===== config.mk =====
export PLATFORM = sky130hd
export DESIGN_NAME = ram_rd_frontend
export DESIGN_NICKNAME = d
export VERILOG_FILES = /design/src/rtl/ram_rd_frontend_pkg.sv /design/src/rtl/ram_rsp_fifo.sv /design/src/rtl/ram_rd_frontend.sv
export SDC_FILE = /design/constraint.sdc
export NUM_CORES = 1
export LEC_CHECK = 0
export CAP_MARGIN = 20
export CORE_AREA = 2 2 140 87
export DETAILED_ROUTE_END_ITERATION = 16
export DIE_AREA = 0 0 142 89
export PLACE_DENSITY = 0.85
export REMOVE_ABC_BUFFERS = 1
export SYNTH_ARGS = -nofsm -noshare
export SYNTH_HDL_FRONTEND = slang
export SYNTH_HIERARCHICAL = 1
export SYNTH_SLANG_ARGS = --single-unit
export TNS_END_PERCENT = 30

===== constraint.sdc =====
create_clock -name clk -period 2.6 [get_ports clk]
set_input_delay 0.52 -clock clk [delete_from_list [all_inputs] [get_ports clk]]
set_output_delay 0.52 -clock clk [all_outputs]
set_load 0.05 [all_outputs]

===== src/rtl/ram_rd_frontend_pkg.sv =====
// Shared constants and helpers for the RAM read frontend and its response FIFO.
package ram_rd_frontend_pkg;

  localparam int unsigned RSP_DEPTH_MIN = 2;
  localparam int unsigned RSP_DEPTH_MAX = 16;

  // Circular pointer increment for arbitrary (non power-of-2) depths.
  function automatic int unsigned wrap_inc(input int unsigned ptr, input int unsigned depth);
    return (ptr == depth - 32'd1) ? 32'd0 : ptr + 32'd1;
  endfunction

endpackage


===== src/rtl/ram_rsp_fifo.sv =====
// Response queue: circular buffer of DEPTH entries, head exposed combinationally.
// Storage is not reset; only pointers and count are.
module ram_rsp_fifo
  import ram_rd_frontend_pkg::*;
#(
  parameter int unsigned DEPTH = 4,
  parameter int unsigned WIDTH = 32
) (
  input  logic                       clk,
  input  logic                       rst_n,
  input  logic                       push,
  input  logic [WIDTH-1:0]           push_data,
  input  logic                       pop,
  output logic [WIDTH-1:0]           head,
  output logic [$clog2(DEPTH+1)-1:0] cnt
);

  localparam int unsigned PW = $clog2(DEPTH);
  localparam int unsigned CW = $clog2(DEPTH + 1);

  logic [WIDTH-1:0] mem_q [DEPTH];
  logic [PW-1:0]    wr_ptr_q, wr_ptr_d;
  logic [PW-1:0]    rd_ptr_q, rd_ptr_d;
  logic [CW-1:0]    cnt_q, cnt_d;

  // Next-state for pointers and occupancy; push+pop together leaves count unchanged.
  always_comb begin
    wr_ptr_d = wr_ptr_q;
    rd_ptr_d = rd_ptr_q;
    cnt_d    = cnt_q;
    if (push) wr_ptr_d = PW'(wrap_inc(32'(wr_ptr_q), DEPTH));
    if (pop)  rd_ptr_d = PW'(wrap_inc(32'(rd_ptr_q), DEPTH));
    case ({push, pop})
      2'b10:   cnt_d = cnt_q + CW'(1);
      2'b01:   cnt_d = cnt_q - CW'(1);
      default: cnt_d = cnt_q;
    endcase
  end

  // Pointer and count registers with synchronous reset.
  always_ff @(posedge clk) begin
    if (!rst_n) begin
      wr_ptr_q <= '0;
      rd_ptr_q <= '0;
      cnt_q    <= '0;
    end else begin
      wr_ptr_q <= wr_ptr_d;
      rd_ptr_q <= rd_ptr_d;
      cnt_q    <= cnt_d;
    end
  end

  // Data storage write; intentionally left unreset.
  always_ff @(posedge clk) begin
    if (push) mem_q[wr_ptr_q] <= push_data;
  end

  assign head = mem_q[rd_ptr_q];
  assign cnt  = cnt_q;

endmodule


===== src/rtl/ram_rd_frontend.sv =====
// Read frontend for a 1-cycle-latency RAM: credit-based acceptance so that every
// issued read has a reserved FIFO slot, write-hazard stall, in-order responses.
module ram_rd_frontend
  import ram_rd_frontend_pkg::*;
#(
  parameter int unsigned RAM_ADDR_WIDTH = 8,
  parameter int unsigned RAM_DATA_WIDTH = 32,
  parameter int unsigned RSP_DEPTH      = 4
) (
  input  logic                      clk,
  input  logic                      rst_n,
  input  logic                      req_val,
  output logic                      req_rdy,
  input  logic [RAM_ADDR_WIDTH-1:0] req_addr,
  output logic                      rsp_val,
  input  logic                      rsp_rdy,
  output logic [RAM_DATA_WIDTH-1:0] rsp_data,
  output logic                      ram_r_val,
  output logic [RAM_ADDR_WIDTH-1:0] ram_r_addr,
  input  logic [RAM_DATA_WIDTH-1:0] ram_r_data,
  input  logic                      wr_val,
  input  logic [RAM_ADDR_WIDTH-1:0] wr_addr
);

  localparam int unsigned CW = $clog2(RSP_DEPTH + 1);

  logic          hazard;
  logic          credit_ok;
  logic          inflight_q, inflight_d;
  logic          push, pop;
  logic [CW-1:0] fifo_cnt;
  logic [CW:0]   occupancy;

  // Acceptance: credit counts queued plus in-flight reads, never rsp_rdy, so
  // req_rdy has no combinational path from the consumer side.
  always_comb begin
    hazard     = wr_val && (wr_addr == req_addr);
    occupancy  = {1'b0, fifo_cnt} + (CW+1)'(inflight_q);
    credit_ok  = occupancy < (CW+1)'(RSP_DEPTH);
    req_rdy    = credit_ok && !hazard && rst_n;
    ram_r_val  = req_val && req_rdy;
    ram_r_addr = req_addr;
    inflight_d = ram_r_val;
    push       = inflight_q && rst_n;
    rsp_val    = (fifo_cnt != '0) && rst_n;
    pop        = rsp_val && rsp_rdy;
  end

  // In-flight marker: RAM data is valid exactly one cycle after issue.
  always_ff @(posedge clk) begin
    if (!rst_n) inflight_q <= 1'b0;
    else        inflight_q <= inflight_d;
  end

  ram_rsp_fifo #(
    .DEPTH (RSP_DEPTH),
    .WIDTH (RAM_DATA_WIDTH)
  ) u_rsp_fifo (
    .clk       (clk),
    .rst_n     (rst_n),
    .push      (push),
    .push_data (ram_r_data),
    .pop       (pop),
    .head      (rsp_data),
    .cnt       (fifo_cnt)
  );

`ifdef RAM_CHECKER
  // Occupancy bound and no pop from an empty queue.
  always_ff @(posedge clk) begin
    if (rst_n) begin
      assert (occupancy <= (CW+1)'(RSP_DEPTH));
      assert (!(pop && (fifo_cnt == '0)));
    end
  end
`endif

endmodule


Yosys cells after proc, flatten, opt, wreduce, memory -nomap -nowiden
Memory sizes are Yosys's and may differ from the RTL's. A register that Yosys moved wholly into a read port is not among the register bits. Cells that the tools add are included.

Register bits after elaboration: 8. Bits in latches: 0. RAM bits: 128. Bits in read-only memories: 0. Input bits: 53. Logic and storage cells: 33. Memories: 1.

$add $sub $neg: 5. Multiply operators: 0. Divide/modulo/power cells: 0. Order comparisons: 1. Equality and inequality tests: 5. Shift-type cells: 0. Muxes and demuxes: 7. Bitwise gates (word level): 0. Reductions and logical operators: 10.

Memory list: u_rsp_fifo.mem_q (depth 4, width 32, read ports 1, clocked after Yosys merged registers in 1, wr ports 1, RTL line ram_rsp_fifo.sv:21) `logic [WIDTH-1:0] mem_q [DEPTH];`.

Operators by type and width (number): 8-bit == test (1); 2-bit 2-to-1 mux (4); 1-bit logical AND (7); 2-bit == test, second input constant (3); 3-bit case mux with 2 select lines (1); 2-bit by 1-bit adder with 2-bit output, second input constant (2); 3-bit by 1-bit adder with 4-bit output (1); 4-bit by 3-bit < comparator with 1-bit output, second input constant (1); 3-bit by 1-bit adder with 3-bit output, second input constant (1); 3-bit nonzero test (1); 3-bit by 1-bit subtractor with 3-bit output, second input constant (1); 2-bit by 1-bit == test with 1-bit output, second input constant (1); 1-bit 2-to-1 mux (2); 2-bit nonzero test (1); 1-bit zero test (1).

Depth between registers and ports, before layout
Depth in word-level cells: 6. Gate-level depth with buffers: 7. Gate-level depth less buffers: 7.

By module
Netlist, hierarchy kept.

By module, submodules not included: ram_rsp_fifo (instances 1, cells each 208, area each 5101.1 um^2, sequential area each 4023.9 um^2); ram_rd_frontend (instances 1, cells each 29, area each 236.5 um^2, sequential area each 20.0 um^2).

Worst setup path after synthesis
Ideal clock, no wire load.

Path type: register -> register. From: register u_rsp_fifo.cnt_q[1] (netlist: u_rsp_fifo/cnt[1]). To: register u_rsp_fifo.cnt_q[2] (netlist: u_rsp_fifo/cnt[2]). Library setup time: 0.076 ns. Data arrival time: 2.220 ns. Path slack: 0.304 ns. Stages on the path, launching flop included: 8. Buffers on the path: 0. Clock period less this slack: 2.296 ns. Cell sequence: dfxtp_1 -> o31a_1 -> and2_1 -> ha_1 -> fa_1 -> xnor2_1 -> or3_1 -> a21boi_0.

Word-level cells in the longest chain between the ends: 5.

Ends and longest elaborated chain: from (decl) (RTL line ram_rsp_fifo.sv:24) `logic [CW-1:0] cnt_q, cnt_d;`; from (signal assigned) (RTL line ram_rsp_fifo.sv:49) `cnt_q <= cnt_d;`; 3-bit nonzero test (*) (RTL line ram_rd_frontend.sv:45) `rsp_val = (fifo_cnt != '0) && rst_n;`; 1-bit logical AND (*) (RTL line ram_rd_frontend.sv:45); via rsp_val (RTL line ram_rd_frontend.sv:15) `output logic rsp_val,`; 1-bit logical AND (*) (RTL line ram_rd_frontend.sv:46) `pop = rsp_val && rsp_rdy;`; via pop (RTL line ram_rd_frontend.sv:30) `logic push, pop;`; 2-bit by 1-bit == test with 1-bit output / 2-bit == test (equally long branches) (RTL line ram_rsp_fifo.sv:33) `case ({push, pop})`; 3-bit case mux with 2 select lines / 2-bit nonzero test (equally long branches).

The timed path passes the listed nets; every way through them passes the cells marked *. A chain may end at the register's enable or synchronous reset.

==> results.md <==
* Most used DFF post-synth: edfxtp_1
* Vias at 2616
* Core area at between 10000 and 15000 µm²
* Register share of total power at 0.502
* Met3 WL at roughly 600 µm
* WP data required at roughly 2.1 ns
* Max-cap violations at 0
* Int Pwr at roughly 3.9 mW
* Final Routed Wirelength at between 9 and 10 mm
* Synth Area per Inst at 22.5 µm²
* Post_cts resized at 0
* Clock share of power at 0.405
* Reg area at 4050 µm²
* Crit. End Element: primary output
* Largest net degree at the start of global routing at 33
* Worst skew pair latency at around 0.4 ns
* CP Data Arrival Time at 1.87 ns
* Crit path cell chain: buf_12 -> mux4_1 -> buf_4
* Final Cycle Share at 0.921
* Main area contributors after synthesis: edfxtp_1, mux4_2, dfxtp_1, ha_1, buf_12
* NetSw at ~1.1 mW
* Pre-CTS WS at -0.0298 ns
* Slowest cell on crit path: mux4_1
* Number of synthesis warnings at 6
* Sw frac at 0.217
* DR top layer: met4
* CTS tree: done
* Fin util at 0.630
* Design area at around 7100 µm²
* Vias in the first global route at around 2900
* Async set-reset flop share out of synthesis at 0
* RePlAce Congestion at 0.744
* Overflow after GRT at 0
* Sequential-to-total area share from yosys stat at 0.758
* Minimum clock period after layout at 2.39 ns
* Synth top cells by count: edfxtp_1, mux4_2, dfxtp_1
* Port Buffers at 95
* Power Density at 696 nW/µm²
* Final worst slack at 0.206 ns
* Final Max Slew Viols at 0
* Initial Util at 0.476
* Mapped Area at 5340 µm²
* Layout Nets at 410
* Clock transition at path regs at roughly 0.05 ns
* Maximum vdd ir drop at between 500 and 600 µV
* Die area at between 10000 and 15000 µm²
* Actual slew at the worst max-slew pin at roughly 0.44 ns
* Number of synthesized flops with an enable pin at between 100 and 150
* Row count at 30
* Final setup viols at 0
* Setup Total Neg Slack at 0 ns
* Initial DRC Count at ~170
* Status: completed
* Dpl hpwl at 6.35 mm
* Post-CTS Setup Inserts at 0
* Die X at between 100 and 150 µm
* Cell variety after synth at 30
* Clock tree root driver cell: clkbuf_16
* I/O pin total at 96
* Placed inst area at ~6600 µm²
* First-pass GRT wire length at about 16 mm
* CP peak stage delay at approximately 0.64 ns
* Leak at about 2.4 nW
* Drt pass-1 iters at 4
* Post-CTS Hold Buffers at 0
* Initial antenna violation count at 0
* Tot Pwr at between 4 and 5 mW
* Area delta synth->final at 32.4%
* Multi-input gate area at around 1100 µm²
* Comb pwr share at 0.093
* Count leader, synth: edfxtp_1
* Total CTS buffers at 17
* H-tree levels at 4
* Drt wl/cell at approximately 19 µm
* Avg Vias per Cell at 5.18
* Critical Path Fanout Max at 32
* Yosys reg bits at 138
* Met1 WL at ~4.4 mm
* CP Class: reg -> out
* Top cell type's share of synthesized area at 0.720
* DRC Markers at 0
* Post-route ant nets at 0
* Die height at 89 µm
* Startpoint Class: flip-flop
* Total GRT Usage at 0.173
* Fmax at approximately 420 MHz
* Worst Skew at roughly 0.0037 ns
* Worst Hold Class: reg -> reg
* Unrepaired setup endpoints after global routing: false
* Rel. slew slack at 0.705
* Final hold vios at 0
* Clock buffer depth at 2
* Synth area leader: edfxtp_1
* Number of clock sinks at approximately 140
* Share of layout cells above drive strength 1 at 0.330
* Syn Inst Count at 237
* Met2 routed WL at ~4.8 mm
* Antenna cells at 0
* Filler cells at 776
## worst max-delay path, delay by kind of cell, from the launching register on
family                 cells  cell delay, ns
multiplexers               1            0.64
buffers and inverters      2            0.48
flip-flops                 1            0.33
## kinds of logic after synthesis
group / after synthesis / synth area share
AO/OA/AOI/OAI: 8 / 0.00985
XOR/XNOR: 10 / 0.0164
adder cells (fa/ha/maj): 7 / 0.0178
buffers and inverters: 18 / 0.0295
flip-flops: 138 / 0.758
multiplexers: 35 / 0.142
AND/OR/NAND/NOR: 21 / 0.0267
## metal layers
metal | global-route usage | vias up
li1 | - | 1198
met1 | 0.215 | 1334
met2 | 0.287 | 80
met3 | 0.0734 | 4
met4 | 0.0464 | 0
met5 | 0 | -
## worst paths after layout
check,startpoint,end,slack [ns],cells past startpoint
min reg2reg,u_rsp_fifo/cnt[2]$_SDFFE_PN0P_,u_rsp_fifo/cnt[2]$_SDFFE_PN0P_,0.58,2
max reg2reg,u_rsp_fifo/cnt[2]$_SDFFE_PN0P_,u_rsp_fifo/cnt[2]$_SDFFE_PN0P_,0.39,7
min,u_rsp_fifo/cnt[2]$_SDFFE_PN0P_,u_rsp_fifo/cnt[2]$_SDFFE_PN0P_,0.58,2
max,flip-flop,rsp_data[28],0.21,3
## registers in the layout (all words and copies together), names as in the netlist, named ones only
signal	count
u_rsp_fifo/mem_q	128
u_rsp_fifo/cnt	3
u_rsp_fifo/rd_ptr_q	2
u_rsp_fifo/wr_ptr_q	2
inflight_q	1
## layout by cell type (no fill, tap or decap)
cell	n
a21oi_1	1
clkinv_1	5
mux4_1	2
nand3_1	1
nand4b_1	1
mux2i_1	3
nor2b_1	5
nor3b_1	2
buf_4	37
xnor2_1	5
a31oi_1	3
ha_1	6
clkbuf_16	17
clkinvlp_4	3
dfxtp_1	8
xor2_1	5
dfxtp_2	2
nand3b_1	1
clkbuf_1	1
a21boi_0	1
o21a_1	1
nor3_2	1
clkdlybuf4s50_1	52
nor2_1	1
and2_1	3
and4_4	1
fa_1	1
edfxtp_1	128
clkinv_2	4
or3_1	1
o21ai_0	1
buf_12	20
mux4_2	30
and2_2	4
inv_1	3
o31a_1	1
## through the flow
step	cells	hold WS, ns
floorplan	222	0.480
global placement	475	0.522
detailed placement	475	0.553
CTS	505	0.561
global route	505	0.582
finish	505	0.583
## cell type report
type / instances / area share
sequential: 138 / 0.572
timing repair buffer: 109 / 0.170
multi-input combinational: 81 / 0.161
clock buffer: 18 / 0.0607
tap: 144 / 0.0255
clock inverter: 12 / 0.00867
inverter: 3 / 0.00159
## power groups by stage
| stage | sequential (mW) | combinational [mW] | clock [mW] |
|---|---|---|---|
| final | 2.47 | 0.459 | 1.99 |
| after global routing | 2.47 | 0.483 | 2.15 |
| after CTS | 2.47 | 0.464 | 2.04 |
| after detailed placement | 2.51 | 0.461 | 0 |
| after global placement | 2.51 | 0.451 | 0 |
| after floorplan | 2.52 | 0.192 | 0 |
(Power assumes the default switching activity.)
